### config.mk
export PLATFORM = sky130hd
export DESIGN_NAME = spi_master
export DESIGN_NICKNAME = d
export VERILOG_FILES = /design/src/rtl/spi_pkg.sv /design/src/rtl/spi_sck_gen.sv /design/src/rtl/spi_master.sv
export SDC_FILE = /design/constraint.sdc
export NUM_CORES = 1
export LEC_CHECK = 0
export ABC_AREA = 0
export CORE_MARGIN = 4
export CORE_UTILIZATION = 53
export DETAILED_ROUTE_END_ITERATION = 16
export GPL_TIMING_DRIVEN = 0
export PLACE_DENSITY_LB_ADDON = 0.2
export SLEW_MARGIN = 20
export SYNTH_ARGS = -nofsm -noshare
export SYNTH_HDL_FRONTEND = slang
export SYNTH_HIERARCHICAL = 1
export SYNTH_SLANG_ARGS = --single-unit
### constraint.sdc
create_clock -name clk -period 2.9 [get_ports clk]
set_clock_uncertainty 0.05 [all_clocks]
set_input_delay 0.435 -clock clk [delete_from_list [all_inputs] [get_ports clk]]
set_output_delay 0.435 -clock clk [all_outputs]
set_load 0.05 [all_outputs]
### src/rtl/spi_pkg.sv
// Shared SPI definitions: default word width, FSM state encoding and SPI mode.
package spi_pkg;

  localparam int unsigned DATA_W_DEF = 8;

  // {CPOL, CPHA}; this master implements mode 0 only.
  localparam logic [1:0] SPI_MODE = 2'b00;

  typedef enum logic [1:0] {
    StIdle = 2'd0,
    StXfer = 2'd1,
    StDone = 2'd2
  } spi_state_e;

  function automatic logic sck_idle_level(input logic [1:0] mode);
    return mode[1];
  endfunction

endpackage

### src/rtl/spi_sck_gen.sv
// SPI clock divider: toggles sck every CLK_DIV clk cycles while enabled and
// flags the clk cycle on which each rising or falling toggle takes effect.
module spi_sck_gen
  import spi_pkg::*;
#(
  parameter int unsigned CLK_DIV = 2
) (
  input  logic clk,
  input  logic rst,
  input  logic i_en,
  output logic o_sck,
  output logic o_rise_stb,
  output logic o_fall_stb
);

  localparam logic SckIdle = sck_idle_level(SPI_MODE);

  logic [7:0] r_cnt;
  logic       r_sck;
  logic       w_tick;

  assign w_tick     = i_en && (r_cnt == 8'(CLK_DIV - 1));
  assign o_rise_stb = w_tick && !r_sck;
  assign o_fall_stb = w_tick && r_sck;
  assign o_sck      = r_sck;

  // Disabling the generator parks it, so every transfer starts from a clean count.
  always_ff @(posedge clk) begin
    if (rst || !i_en) begin
      r_cnt <= '0;
      r_sck <= SckIdle;
    end else if (w_tick) begin
      r_cnt <= '0;
      r_sck <= ~r_sck;
    end else begin
      r_cnt <= r_cnt + 8'd1;
    end
  end

endmodule

### src/rtl/spi_master.sv
// Mode-0 SPI master: one DATA_W-bit full-duplex transfer per accepted start,
// MSB first, with a one-cycle done pulse and registered outputs.
module spi_master
  import spi_pkg::*;
#(
  parameter int unsigned CLK_DIV = 2,
  parameter int unsigned DATA_W  = DATA_W_DEF
) (
  input  logic              clk,
  input  logic              rst,
  input  logic              start,
  input  logic [DATA_W-1:0] din,
  output logic [DATA_W-1:0] dout,
  output logic              busy,
  output logic              done,
  output logic              sck,
  output logic              mosi,
  input  logic              miso,
  output logic              ss
);

  localparam int unsigned BitW = $clog2(DATA_W + 1);

  spi_state_e        r_state;
  logic [DATA_W-1:0] r_tx;
  logic [DATA_W-1:0] r_rx;
  logic [DATA_W-1:0] r_dout;
  logic [BitW-1:0]   r_bits;
  logic              r_busy;
  logic              r_done;
  logic              r_mosi;
  logic              r_ss;

  logic w_en;
  logic w_rise;
  logic w_fall;
  logic w_last;

  assign w_en   = (r_state == StXfer);
  // r_bits counts completed falling toggles; the DATA_W-th one ends the word.
  assign w_last = w_fall && (r_bits == BitW'(DATA_W - 1));

  spi_sck_gen #(
    .CLK_DIV (CLK_DIV)
  ) u_sck_gen (
    .clk        (clk),
    .rst        (rst),
    .i_en       (w_en),
    .o_sck      (sck),
    .o_rise_stb (w_rise),
    .o_fall_stb (w_fall)
  );

  always_ff @(posedge clk) begin
    if (rst) begin
      r_state <= StIdle;
      r_tx    <= '0;
      r_rx    <= '0;
      r_dout  <= '0;
      r_bits  <= '0;
      r_busy  <= 1'b0;
      r_done  <= 1'b0;
      r_mosi  <= 1'b0;
      r_ss    <= 1'b1;
    end else begin
      r_done <= 1'b0;
      unique case (r_state)
        StIdle: begin
          if (start) begin
            r_state <= StXfer;
            r_tx    <= din;
            r_rx    <= '0;
            r_mosi  <= din[DATA_W-1];
            r_ss    <= 1'b0;
            r_busy  <= 1'b1;
            r_bits  <= '0;
          end
        end
        StXfer: begin
          if (w_rise) begin
            r_rx <= {r_rx[DATA_W-2:0], miso};
          end
          if (w_last) begin
            r_state <= StDone;
            r_ss    <= 1'b1;
            r_dout  <= r_rx;
            r_done  <= 1'b1;
          end else if (w_fall) begin
            r_tx   <= {r_tx[DATA_W-2:0], 1'b0};
            r_mosi <= r_tx[DATA_W-2];
            r_bits <= r_bits + BitW'(1);
          end
        end
        StDone: begin
          r_state <= StIdle;
          r_busy  <= 1'b0;
        end
        default: begin
          r_state <= StIdle;
          r_busy  <= 1'b0;
          r_ss    <= 1'b1;
        end
      endcase
    end
  end

  assign dout = r_dout;
  assign busy = r_busy;
  assign done = r_done;
  assign mosi = r_mosi;
  assign ss   = r_ss;

endmodule
Word-level counts from Yosys, hierarchy flattened
Cells that the tools add are included.

word-level totals
  register bits = 42
  word-level logic and storage cells = 66

cells by class
  add/subtract/negate cells = 2
  equality and inequality tests = 9
  muxes and demuxes = 24
  bitwise gates (word level) = 3
  reduce and logical (&&, ||, !) cells = 17

operators by type and width
  operator               number
  $mux W7                3
  $mux W8                2
  $pmux W8 S2            1
  $pmux W7 S2            1
  $mux W4                3
  $ne A2 B2 Y1 const B   5
  $add A8 B1 Y8 const B  1
  $eq A8 B1 Y1 const B   1
  $pmux W4 S2            1
  $mux W1                7
  $reduce_and A2 Y1      3
  $reduce_and A3 Y1      2
  $add A4 B1 Y4 const B  1
  $eq A4 B3 Y1 const B   1
  $logic_and A1 B1 Y1    4
  $mux W2                2
  $pmux W1 S2            2
  $pmux W2 S2            1
  $reduce_and A4 Y1      1
  $reduce_or A2 Y1       2
  $not A1 Y1             3
  $pmux W1 S3            1
  $eq A2 B1 Y1 const B   1
  $eq A2 B2 Y1 const B   1
  other kinds (4)        5

Depth between registers and ports, before layout
Gate-level depths: netlist of the first run.

  depth after elaboration = 6
  mapped depth = 11
  depth with buffers taken out = 8

Cells and area by module
The synthesis of the first run kept the hierarchy.

by module, submodules not included
  module       instances  cells each  area an instance (um2)  sequential area each (um2)
  spi_master   1          165         1411.4                  660.6
  spi_sck_gen  1          45          396.6                   180.2

Worst setup path before layout of the first run
OpenSTA, ideal clock, no wires.

  path type = register -> register
  start point = reg r_state[1]
  end point = reg r_bits[3]
  library setup time = 0.074 ns
  data arrival time = 2.515 ns
  slack = 0.261 ns
  cell stages (with the launch flop) = 10
  buffers on the path = 2
  cell sequence = dfxtp_1 > buf_2 > nand2b_1 > inv_2 > buf_2 > or4bb_1 > nor3_1 > nand3b_1 > or4_1 > a31oi_1

between the ends
  cells in the longest elaborated chain, start to end = 6
  elaborated cells on any way between the ends = 11

RTL lines
  what                             RTL line           text
  start: declaration               spi_master.sv:24   spi_state_e r_state;
  start signal: assignment         spi_master.sv:56   r_state <= StIdle;
  start signal: assignment         spi_master.sv:70   r_state <= StXfer;
  start signal: assignment         spi_master.sv:84   r_state <= StDone;
  $eq A2 B1 Y1 (*)                 spi_master.sv:39   assign w_en = (r_state == StXfer);
  named net w_en                   spi_master.sv:34   logic w_en;
  $logic_and A1 B1 Y1 (*)          spi_sck_gen.sv:22  assign w_tick = i_en && (r_cnt == 8'(CLK_DIV - 1));
  $logic_and A1 B1 Y1 (*)          spi_sck_gen.sv:24  assign o_fall_stb = w_tick && r_sck;
  named net w_fall                 spi_master.sv:36   logic w_fall;
  $logic_and A1 B1 Y1              spi_master.sv:41   assign w_last = w_fall && (r_bits == BitW'(DATA_W - 1));
  $ne A2 B2 Y1 (no line)           -
  $reduce_and A4 Y1 (no line) (*)  -
  end signal: assignment           spi_master.sv:91   r_bits <= r_bits + BitW'(1);
  end: declaration                 spi_master.sv:28   logic [BitW-1:0] r_bits;

The timed path passes the listed nets; every way through them passes the cells marked *.
A chain may end at the register's enable or synchronous reset.

Final worst setup path of the first run
  start point = reg r_state[1]
  end point = reg r_rx[5]

between the ends
  cells in the longest elaborated chain, start to end = 5
  elaborated cells on any way between the ends = 9

RTL lines
  what                         RTL line           text
  $eq A2 B1 Y1                 spi_master.sv:39
  $logic_and A1 B1 Y1          spi_sck_gen.sv:22
  $logic_and A1 B1 Y1          spi_sck_gen.sv:23  assign o_rise_stb = w_tick && !r_sck;
  named net w_rise             spi_master.sv:35   logic w_rise;
  $ne A2 B2 Y1 (no line)       -
  $reduce_and A3 Y1 (no line)  -
  end signal: assignment       spi_master.sv:81   r_rx <= {r_rx[DATA_W-2:0], miso};
  end: declaration             spi_master.sv:26   logic [DATA_W-1:0] r_rx;

The timed path passes the listed nets, and every way through them passes these cells.

==> impl_results.md, run 1 <==
* Die ar. at 4410 um^2
* Crit-path max FO at 19
* Clk slew on worst S/H paths at 120 ps
* FILL cells at 280
* Syn_area_per_cell at 8.61 um^2
* Setup violators final at 0
* Fraction of layout cells with a size suffix above 1 at 9.80%
* IO buf count at 24
* Nets at 259
* Cell-internal power at 0.000750 W
* H-tree depth at 2
* Total power divided by cell area at 455 nW/um^2
* GRT Util Overall at 20.1%
* Effective utilization at floorplan at 57.3%
* CP Launch Type: flip-flop
* Post-synthesis cell type count at 39
* Post-Place Worst Slack at -269 ps
* Slew at the pin closest to its max-slew limit at 557 ps
* Die height at 66.4 um
* Slew HR at 62.9%
* IO Count at 25
* TritonCTS Buffers at 5
* Syn Nets at 225
* Total global routing overflow at 0
* CTS Root Cell: clkbuf_4
* CORE AREA at 3150 um^2
* Post-route insts no fill at 289
* Initial antenna violation count at 0
* Die X-Extent at 66.4 um
* Fmax at 0.367 GHz
* Fin crit period at 2730 ps
* Leak pwr at 0.757 nW
* Synth-to-layout area growth at 22.4%
* Largest net degree at the start of global routing at 20
* Worst Hold End: dout[7]
* Slew Viols, Final at 0
* Worst EP required at 3140 ps
* Worst r2r src: r_state[1]
* DP Wirelength at 2.66 mm
* Vias at 1643
* Final setup margin at 172 ps
* Syn. warnings at 6
* Post-DR vias/cell at 5.69
* Worst hold path cell count at 2
* Setup slack on the worst flop-to-flop path at 170 ps
* Top cell type by total area after synthesis: dfxtp_1
* Residual DRC at 0
* CP Capture Type: flip-flop
* Setup total negative slack at 0 ps
* Switching Share at 25.6%
* Ranking of synthesized cells by area: dfxtp_1 47%, a21oi_1 6.6%, o21ai_0 5.5%, nand2_1 5.0%, nand3_1 3.6%
* Vias in the first global route at 1625
* Top cell type's share of synthesized area at 46.5%
* Synth Instances at 210
* Count of clock tree sinks at 42
* Gpl congestion at 0.773
* Max Cap Viol at 0
* Routed wire length at 4.00 mm
* Switching power at 0.000258 W
* Clock power frac at 30.2%
* Tcrit/Tclk final at 94.1%
* DR iter-0 viols at 140
* Setup CP Type: reg -> reg
* Outcome: finished clean
* Synth Cell Area at 1810 um^2
* DP Cell Count at 278
* Number of iterations in the first detailed-routing pass at 4
* Hold Violations, Final at 0
* Flop pwr share at 59.3%
* Reg2reg end: r_rx[5]
* Worst min path class: reg -> reg
* Diodes inserted at 0
* # rows at 20
* First-pass GRT wire length at 6.82 mm
* WL/cell at 13.9 um
* Combinational share of power at 10.5%
* HP Start: r_rx[7]
* CTS tree: yes
* Yosys reg bits at 42
* Worst vdd ir at 0.307 mV
* Worst R2R Path Depth at 10
* Clock buffer depth at 2
* Critical path arrival at 2970 ps
* Clock Latency Late Sink at 360 ps
* CTS hold repair buffers at 0
* Post-synthesis sequential area ratio at 46.5%
* Final ANT Viol Nets at 0
==> what timing repair did <==
action | CTS | global route
pin swaps | 1 | 2
setup endpoints to repair | 23 | 23
buffers inserted | 3 | 1
gates resized for setup | 3 | 6
==> placed cells by master (no fill, tap or decap), drive strengths merged, types with 2 or more instances in the layout <==
cell type	n
o21bai	2
and3b	2
a21oi	24
clkbuf	14
o211ai	2
nand4b	2
dfxtp	42
inv	5
mux2i	2
nand2b	5
a211oi	8
nand2	24
ha	3
nand3b	2
nand3	13
xor2	2
clkdlybuf4s50	24
or4	2
nor2	6
o21ai	22
nor3	5
a311oi	7
buf	11
or3	5
==> layout make-up <==
cell class | count | area, um^2 | area share, %
sequential | 42 | 841 | 38.0
multi-input combinational | 148 | 901 | 40.7
clock inverter | 1 | 5.00 | 0.226
clock buffer | 7 | 55.1 | 2.49
timing repair buffer | 28 | 270 | 12.2
tap | 44 | 55.1 | 2.49
inverter | 5 | 21.3 | 0.961
buffer | 14 | 65.1 | 2.94
==> flip-flops by register name, summed over array words and instances (netlist names) <==
| name | cells |
|---|---|
| busy | 1 |
| done | 1 |
| dout | 8 |
| mosi | 1 |
| r_bits | 4 |
| r_rx | 8 |
| r_state | 2 |
| r_tx | 7 |
| ss | 1 |
| u_sck_gen/o_sck | 1 |
| u_sck_gen/r_cnt | 8 |
==> cells in the mapped netlist <==
master     instances
a311oi_1           7
a2bb2oi_1          1
a21oi_1           24
nand3_1           13
xnor2_1            1
clkbuf_1           6
nand2b_1           5
o21ai_1            1
o211ai_1           2
or3b_1             1
nand4b_1           2
o21ai_0           20
inv_2              1
or3_1              5
o21ai_2            1
or4bb_1            1
a211oi_1           8
or4_1              1
xor2_1             2
ha_1               3
a31oi_1            1
and3b_1            2
mux2i_1            2
nand2_1           24
a2111oi_0          1
nor3b_2            1
or4_4              1
nand3b_1           2
clkbuf_2           1
buf_1              1
dfxtp_1           42
o21bai_1           2
inv_1              4
nand4_1            1
buf_2              7
nor2b_1            1
nor2_1             6
nor3_1             5
and4b_1            1
==> metal layers <==
metal  vias to the layer above  routed length [um]  track usage [%]
li1                        827                   -                -
met5                         -                   0                0
met2                        38                1890             34.6
met3                        10                 183             5.95
met1                       768                1850             23.1
met4                         0                  83             8.12
==> power groups by stage <==
| stage | clock network (W) | registers, W | logic (W) |
|---|---|---|---|
| 3_3_place_gp | 0 | 0.000610 | 0.000103 |
| 2_1_floorplan | 0 | 0.000622 | 0.0000532 |
| 5_1_grt | 0.000335 | 0.000600 | 0.000115 |
| 4_1_cts | 0.000306 | 0.000598 | 0.000105 |
| 6_report | 0.000304 | 0.000598 | 0.000106 |
| 3_5_place_dp | 0 | 0.000611 | 0.000104 |
==> worst max-delay path, stage by stage, from the launching register on <==
cell      delay (ps)
dfxtp_1          320
buf_2            160
nand2b_1         190
inv_4            190
or4bb_1          610
or3_1            410
inv_1             80
and3b_1          150
buf_1            290
nand2_1          100
a21oi_1          120
==> cell families (layout without fill, tap and decap cells) <==
family	Yosys count	after routing	share of synthesized area, %
adders and majority gates	3	3	2.08
buffers and inverters	20	55	4.70
muxes	2	2	1.11
DFF	42	42	46.5
xor gates and xnor gates	3	3	1.45
and+or+nand+nor	72	72	21.5
AOI/OAI and AO/OA	68	68	22.6
==> how the worst max path moves through the flow <==
stage | endpoint | depth (start not counted) | start
final | r_rx[5] | 10 | r_state[1]
after global routing | r_bits[1] | 9 | r_state[1]
after CTS | dout[5] | 10 | r_state[1]
after detailed placement | dout[6] | 10 | r_state[1]
after global placement | dout[1] | 10 | r_state[1]
after floorplan | r_bits[3] | 9 | r_state[1]
==> per-stage QoR <==
step,instance area [um^2],total power [W],hold slack (ps),util (%)
2_1_floorplan,1810,0.000675,384,-
3_3_place_gp,2100,0.000713,401,66.7
3_5_place_dp,2100,0.000715,406,66.7
4_1_cts,2200,0.00101,423,69.8
5_1_grt,2210,0.00105,459,70.2
6_report,2210,0.00101,422,70.2
Note: power is estimated with default switching activity, not from simulation.
==> run 2, diff against run 1 <==
- CORE_MARGIN: 4 -> 1.5
- HOLD_SLACK_MARGIN: not set -> 0.03
==> run 2 against run 1 <==
Against the previous run: worst setup slack worse by 3.5 ps; cell count rose by 0.69%; combinational power about the same; core utilization is 3.6 points lower; global-route usage grew 2.9 points; cell area fell by 0.40%; fmax fell by 0.13%; via count increased by 0.85%; die area is 14% lower.
==> impl_results.md, run 2 (synthesis gave the netlist of run 1 again) <==
* Switching power at 0.000269 W (+4.3%)
* Clock power frac at 29.3% (-0.9 points)
* Largest net degree at the start of global routing at 20 (unchanged)
* Commonest non-fill, non-tap cell in the layout: dfxtp_1
* Number of iterations in the first detailed-routing pass at 4 (unchanged)
* Worst r2r src: r_state[1]
* Crit-path max FO at 19 (unchanged)
* Final core utilization at 66.6% (-3.6 points)
* Setup violators final at 0 (unchanged)
* GRT Util Overall at 23.1% (+2.9 points)
* Synth-to-layout area growth at 21.9%
* Setup slack on the worst flop-to-flop path at 170 ps (about the same)
* CTS Root Cell: clkbuf_4
* Tcrit/Tclk final at 94.2% (+0.12 points)
* Nets at 259 (unchanged)
* Flop pwr share at 60.1% (+0.8 points)
* Residual DRC at 0 (unchanged)
* Reg2reg end: dout[7]
* Count of clock tree sinks at 42 (unchanged)
* Worst EP required at 3140 ps (about the same)
* CTS tree: yes
* CP Capture Type: flip-flop
* Post-route cell area at 2200 um^2 (-0.40%)
* Clock buffer depth at 2 (unchanged)
* Max Cap Viol at 0 (unchanged)
* Post-Place Worst Slack at -252 ps (+16.9 ps)
* First-pass GRT wire length at 6.40 mm (-6.1%)
* CP Launch Type: flip-flop
* HP Start: r_rx[2]
* Worst hold slack at 411 ps (-11.8 ps)
* Area post-placement at 2110 um^2 (+0.12%)
* Clk slew on worst S/H paths at 140 ps (+20 ps)
* Outcome: finished clean
* Hold Violations, Final at 0 (unchanged)
* Clock Latency Late Sink at 370 ps (about the same)
* Worst min path class: reg -> reg
* Gpl congestion at 0.826 (+6.9%)
* Setup CP Type: reg -> reg
* Fraction of layout cells with a size suffix above 1 at 9.80% (unchanged)
* Most frequent cells in the layout: 42 x dfxtp_1, 24 x a21oi_1, 24 x nand2_1, 24 x clkdlybuf4s50_1, 20 x o21ai_0
* Total global routing overflow at 0 (unchanged)
* H-tree depth at 2 (unchanged)
* TritonCTS Buffers at 5 (unchanged)
* Worst Hold End: r_rx[3]
* CTS hold repair buffers at 0 (unchanged)
* # rows at 21 (+5.0%)
* Worst hold path cell count at 2 (unchanged)
* Critical path arrival at 2970 ps (about the same)
* Total power divided by cell area at 452 nW/um^2 (-0.82%)
* Die height at 61.4 um (-7.5%)
* Overall power at 0.000995 W (-1.2%)
* Diodes inserted at 0 (unchanged)
* IO buf count at 24 (unchanged)
* Leak pwr at 0.749 nW (-1.1%)
* Slew HR at 61.3% (-1.6 points)
* DR iter-0 viols at 106 (-24%)
* Initial antenna violation count at 0 (unchanged)
* Cell-internal power at 0.000727 W (-3.1%)
* Effective utilization at floorplan at 54.6% (-2.7 points)
* Fmax at 0.366 GHz (-0.13%)
* WL/cell at 13.8 um (-0.51%)
* DP Wirelength at 2.78 mm (+4.5%)
* Vias in the first global route at 1427 (-12%)
* Final setup margin at 168 ps (-3.54 ps)
* Post-DR vias/cell at 5.69 (+0.16%)
* RSZ-0062 raised after global routing: yes
* Vias at 1657 (+0.85%)
* Slew Viols, Final at 0 (unchanged)
* Slew at the pin closest to its max-slew limit at 564 ps (+7.19 ps)
* Switching Share at 27.0% (+1.4 points)
* Die X-Extent at 61.4 um (-7.5%)
* Worst R2R Path Depth at 10 (unchanged)
* Die ar. at 3770 um^2 (-14%)
* CORE AREA at 3310 um^2 (+5.0%)
* IO Count at 25 (unchanged)
* Worst vdd ir at 0.303 mV (-1.2%)
* Routed wire length at 4.01 mm (+0.17%)
* Combinational share of power at 10.6% (about the same)
* FILL cells at 291 (+3.9%)
* Final ANT Viol Nets at 0 (unchanged)
* Fin crit period at 2730 ps (+3.54 ps)
-- run 2: changes by cell type in the layout (fill, tap and decap cells not counted) --
cell	previous run	this run
clkbuf_8	1	0
nor3_2	0	1
clkinv_4	0	1
nor3_4	1	0
clkinvlp_4	0	1
clkbuf_4	6	5
-- run 2: layout make-up --
cell class	instances	area (um^2)	area share [%]
flip-flops and latches	42	841	38.1
clock inverters	3	21.3	0.965
plain buffers	14	61.3	2.78
inverters	5	21.3	0.965
well taps	46	57.6	2.61
multi-input cells	148	895	40.6
clock buffers	5	37.5	1.70
repair buffers	28	270	12.3
-- run 2: worst max-delay path by stage --
stage / startpoint / to / slack [ps]
detailed placement: r_state[1] / dout[0] / -250
CTS: r_state[1] / dout[7] / 60
finish: r_state[1] / dout[7] / 170
global placement: r_state[1] / dout[5] / -180
global route: r_state[1] / dout[7] / -1
floorplan: r_state[1] / r_bits[3] / 260
-- run 2: layer usage --
layer  track usage (%)  vias up  routed length, um  share of wire (%)
met5                 0        -                  0                  0
met2              37.1       38               1920                 48
li1                  -      832                  -                  -
met1              30.3      780               1860                 46
met3              5.04        7                163                4.1
met4              9.12        0                 61                1.5
-- run 2: repair_timing --
action                                  in CTS  in global routing
pin swaps                                    1                  0
buffers inserted                             4                  0
resized for setup                            2                  2
endpoints found under the setup margin      23                 22
-- run 2: worst max-delay path, cell delays in order, from the launching register on --
cell      delay (ps)
dfxtp_1          310
buf_2            150
nand2b_1         190
inv_4            190
or4bb_1          580
nor3_2           260
and4b_1          230
clkbuf_2         180
buf_2            240
nand3_1          110
a21oi_1          150
-- run 2: power groups by stage --
stage | logic [W] | registers [W] | clock network, W
6_report | 0.000105 | 0.000599 | 0.000291
2_1_floorplan | 0.0000532 | 0.000622 | 0
3_3_place_gp | 0.000103 | 0.000611 | 0
5_1_grt | 0.000116 | 0.000600 | 0.000318
3_5_place_dp | 0.000105 | 0.000611 | 0
4_1_cts | 0.000105 | 0.000598 | 0.000299
-- run 2: metrics by stage --
stage | instances | setup TNS (ps)
2_1_floorplan | 210 | 0
5_1_grt | 291 | -1.23
4_1_cts | 291 | 0
3_3_place_gp | 280 | -2070
6_report | 291 | 0
3_5_place_dp | 280 | -3440
==> run 3, diff against run 2 <==
- CORE_UTILIZATION: 53 -> 40
==> run 3 against run 2 <==
Against the previous run: register-to-register slack better by 50 ps; hold slack better by 6.3 ps; cell count is 0.69% higher; clock power is 37% higher; highest routed layer unchanged; combinational power hardly changed; fmax is 1.9% higher; flip-flop and latch count stayed put; sequential power hardly changed; sequential share of layout area is 0.47 points lower; largest cell class unchanged.
==> impl_results.md, run 3 (synthesis gave the netlist of run 1 again) <==
* Crit-path max FO at 19 (unchanged)
* Final ANT Viol Nets at 0 (unchanged)
* Worst hold path cell count at 2 (unchanged)
* Setup violators final at 0 (unchanged)
* Area post-placement at 2110 um^2 (+0.36%)
* # rows at 24 (+14%)
* Vias in the first global route at 1495 (+4.8%)
* Diodes inserted at 0 (unchanged)
* Nets at 255 (-1.5%)
* WL/cell at 13.5 um (-2.2%)
* GRT Util Overall at 17.0% (-6.0 points)
* Slew HR at 59.9% (-1.4 points)
* Clock Latency Late Sink at 290 ps (-80 ps)
* Post-DR vias/cell at 5.52 (-3.1%)
* Die height at 70.2 um (+14%)
* Leak pwr at 0.756 nW (+0.98%)
* DP Wirelength at 2.61 mm (-6.3%)
* Synth-to-layout area growth at 23.5%
* Total global routing overflow at 0 (unchanged)
* DR iter-0 viols at 94 (-11%)
* H-tree depth at 2 (unchanged)
* Slew Viols, Final at 0 (unchanged)
* Setup slack on the worst flop-to-flop path at 220 ps (+50 ps)
* Fmax at 0.373 GHz (+1.9%)
* Max Cap Viol at 0 (unchanged)
* CTS Root Cell: clkbuf_8
* Outcome: finished clean
* FILL cells at 426 (+46%)
* HP Start: r_rx[1]
* Gpl congestion at 0.826 (about the same)
* Count of clock tree sinks at 42 (unchanged)
* Fin crit period at 2680 ps (-50.8 ps)
* Hold Violations, Final at 0 (unchanged)
* RSZ-0062 raised after global routing: no
* Largest net degree at the start of global routing at 20 (unchanged)
* Worst min path class: reg -> reg
* Tcrit/Tclk final at 92.4% (-1.8 points)
* Post-route cell area at 2230 um^2 (+1.2%)
* Total power divided by cell area at 493 nW/um^2 (+9.2%)
* Number of iterations in the first detailed-routing pass at 4 (unchanged)
* CTS tree: yes
* Overall power at 0.00110 W (+11%)
* Vias at 1617 (-2.4%)
* Most frequent cells in the layout: 42 x dfxtp_1, 24 x a21oi_1, 24 x nand2_1, 24 x clkdlybuf4s50_1, 20 x o21ai_0
* Worst Hold End: r_rx[2]
* IO Count at 25 (unchanged)
* Initial antenna violation count at 0 (unchanged)
* First-pass GRT wire length at 6.91 mm (+7.9%)
* Worst r2r src: r_state[1]
* Worst hold slack at 417 ps (+6.28 ps)
* CP Capture Type: flip-flop
* Clk slew on worst S/H paths at 80 ps (-60 ps)
* CTS hold repair buffers at 0 (unchanged)
* Worst EP required at 3070 ps (-70 ps)
* Slew at the pin closest to its max-slew limit at 585 ps (+21.0 ps)
* Critical path arrival at 2850 ps (-120 ps)
* Setup CP Type: reg -> reg
* Routed wire length at 3.95 mm (-1.5%)
* Residual DRC at 0 (unchanged)
* Clock buffer depth at 2 (unchanged)
* Setup crit start: r_state[1]
* Commonest non-fill, non-tap cell in the layout: dfxtp_1
* Die ar. at 4930 um^2 (+31%)
* Die X-Extent at 70.2 um (+14%)
* CP Launch Type: flip-flop
* Reg2reg end: r_bits[3]
* Worst R2R Path Depth at 8 (-2)
* IO buf count at 24 (unchanged)
* CORE AREA at 4350 um^2 (+32%)
* TritonCTS Buffers at 5 (unchanged)
* Fraction of layout cells with a size suffix above 1 at 9.13% (-0.67 points)
* Worst vdd ir at 0.288 mV (-5.1%)
* Effective utilization at floorplan at 41.5% (-13 points)
==> run 3: per-layer routing <==
metal	routed length (um)	part of all wire [%]	up-vias	GRT usage, %
li1	-	-	820	-
met1	2050	52	762	24.0
met2	1680	43	30	26.0
met3	179	4.5	5	4.76
met4	35	0.89	0	3.85
met5	0	0	-	0
==> run 3: timing repair <==
| item | CTS | global route |
|---|---|---|
| pin swaps | 1 | 0 |
| resized for setup | 2 | 4 |
| cloned | 0 | 0 |
| buffers inserted | 1 | 0 |
| endpoints found under the setup margin | 31 | 23 |
==> run 3: through the flow <==
step / setup TNS (ps) / worst slack, ps / utilization (%) / std cells
after floorplan: 0 / 261 / - / 210
after global placement: -4050 / -281 / 48.5 / 286
after detailed placement: -4410 / -297 / 48.5 / 286
after CTS: 0 / 89.8 / 51.1 / 294
after global routing: 0 / 7.41 / 51.3 / 293
final: 0 / 219 / 51.3 / 293
==> run 3: power breakdown <==
group / switching (W) / total (W) / internal (W)
clock: 0.000206 / 0.000398 / 0.000191
combinational: 0.0000631 / 0.000106 / 0.0000428
sequential: 0.00000782 / 0.000597 / 0.000589
==> run 3: worst max path at each step <==
stage / depth (start not counted) / end
after floorplan: 9 / r_bits[3]
after global placement: 10 / dout[3]
after detailed placement: 10 / dout[0]
after CTS: 8 / r_bits[3]
after global routing: 8 / r_bits[3]
final: 8 / r_bits[3]
==> run 3: cell type report <==
type / count / area, um^2 / share of cell area, %
flip-flops and latches: 42 / 841 / 37.7
clock inverters: 2 / 12.5 / 0.561
inverters: 5 / 21.3 / 0.953
plain buffers: 13 / 57.6 / 2.58
clock buffers: 6 / 82.6 / 3.70
multi-input cells: 148 / 905 / 40.5
repair buffers: 25 / 248 / 11.1
well taps: 52 / 65.1 / 2.91
==> run 3: critical path: stages, from the launching register on <==
cell	delay, ps
dfxtp_1	300
buf_2	150
nand2b_1	190
inv_4	190
or4bb_4	600
nor3_4	240
nand3b_1	210
or4_1	510
a31oi_1	170
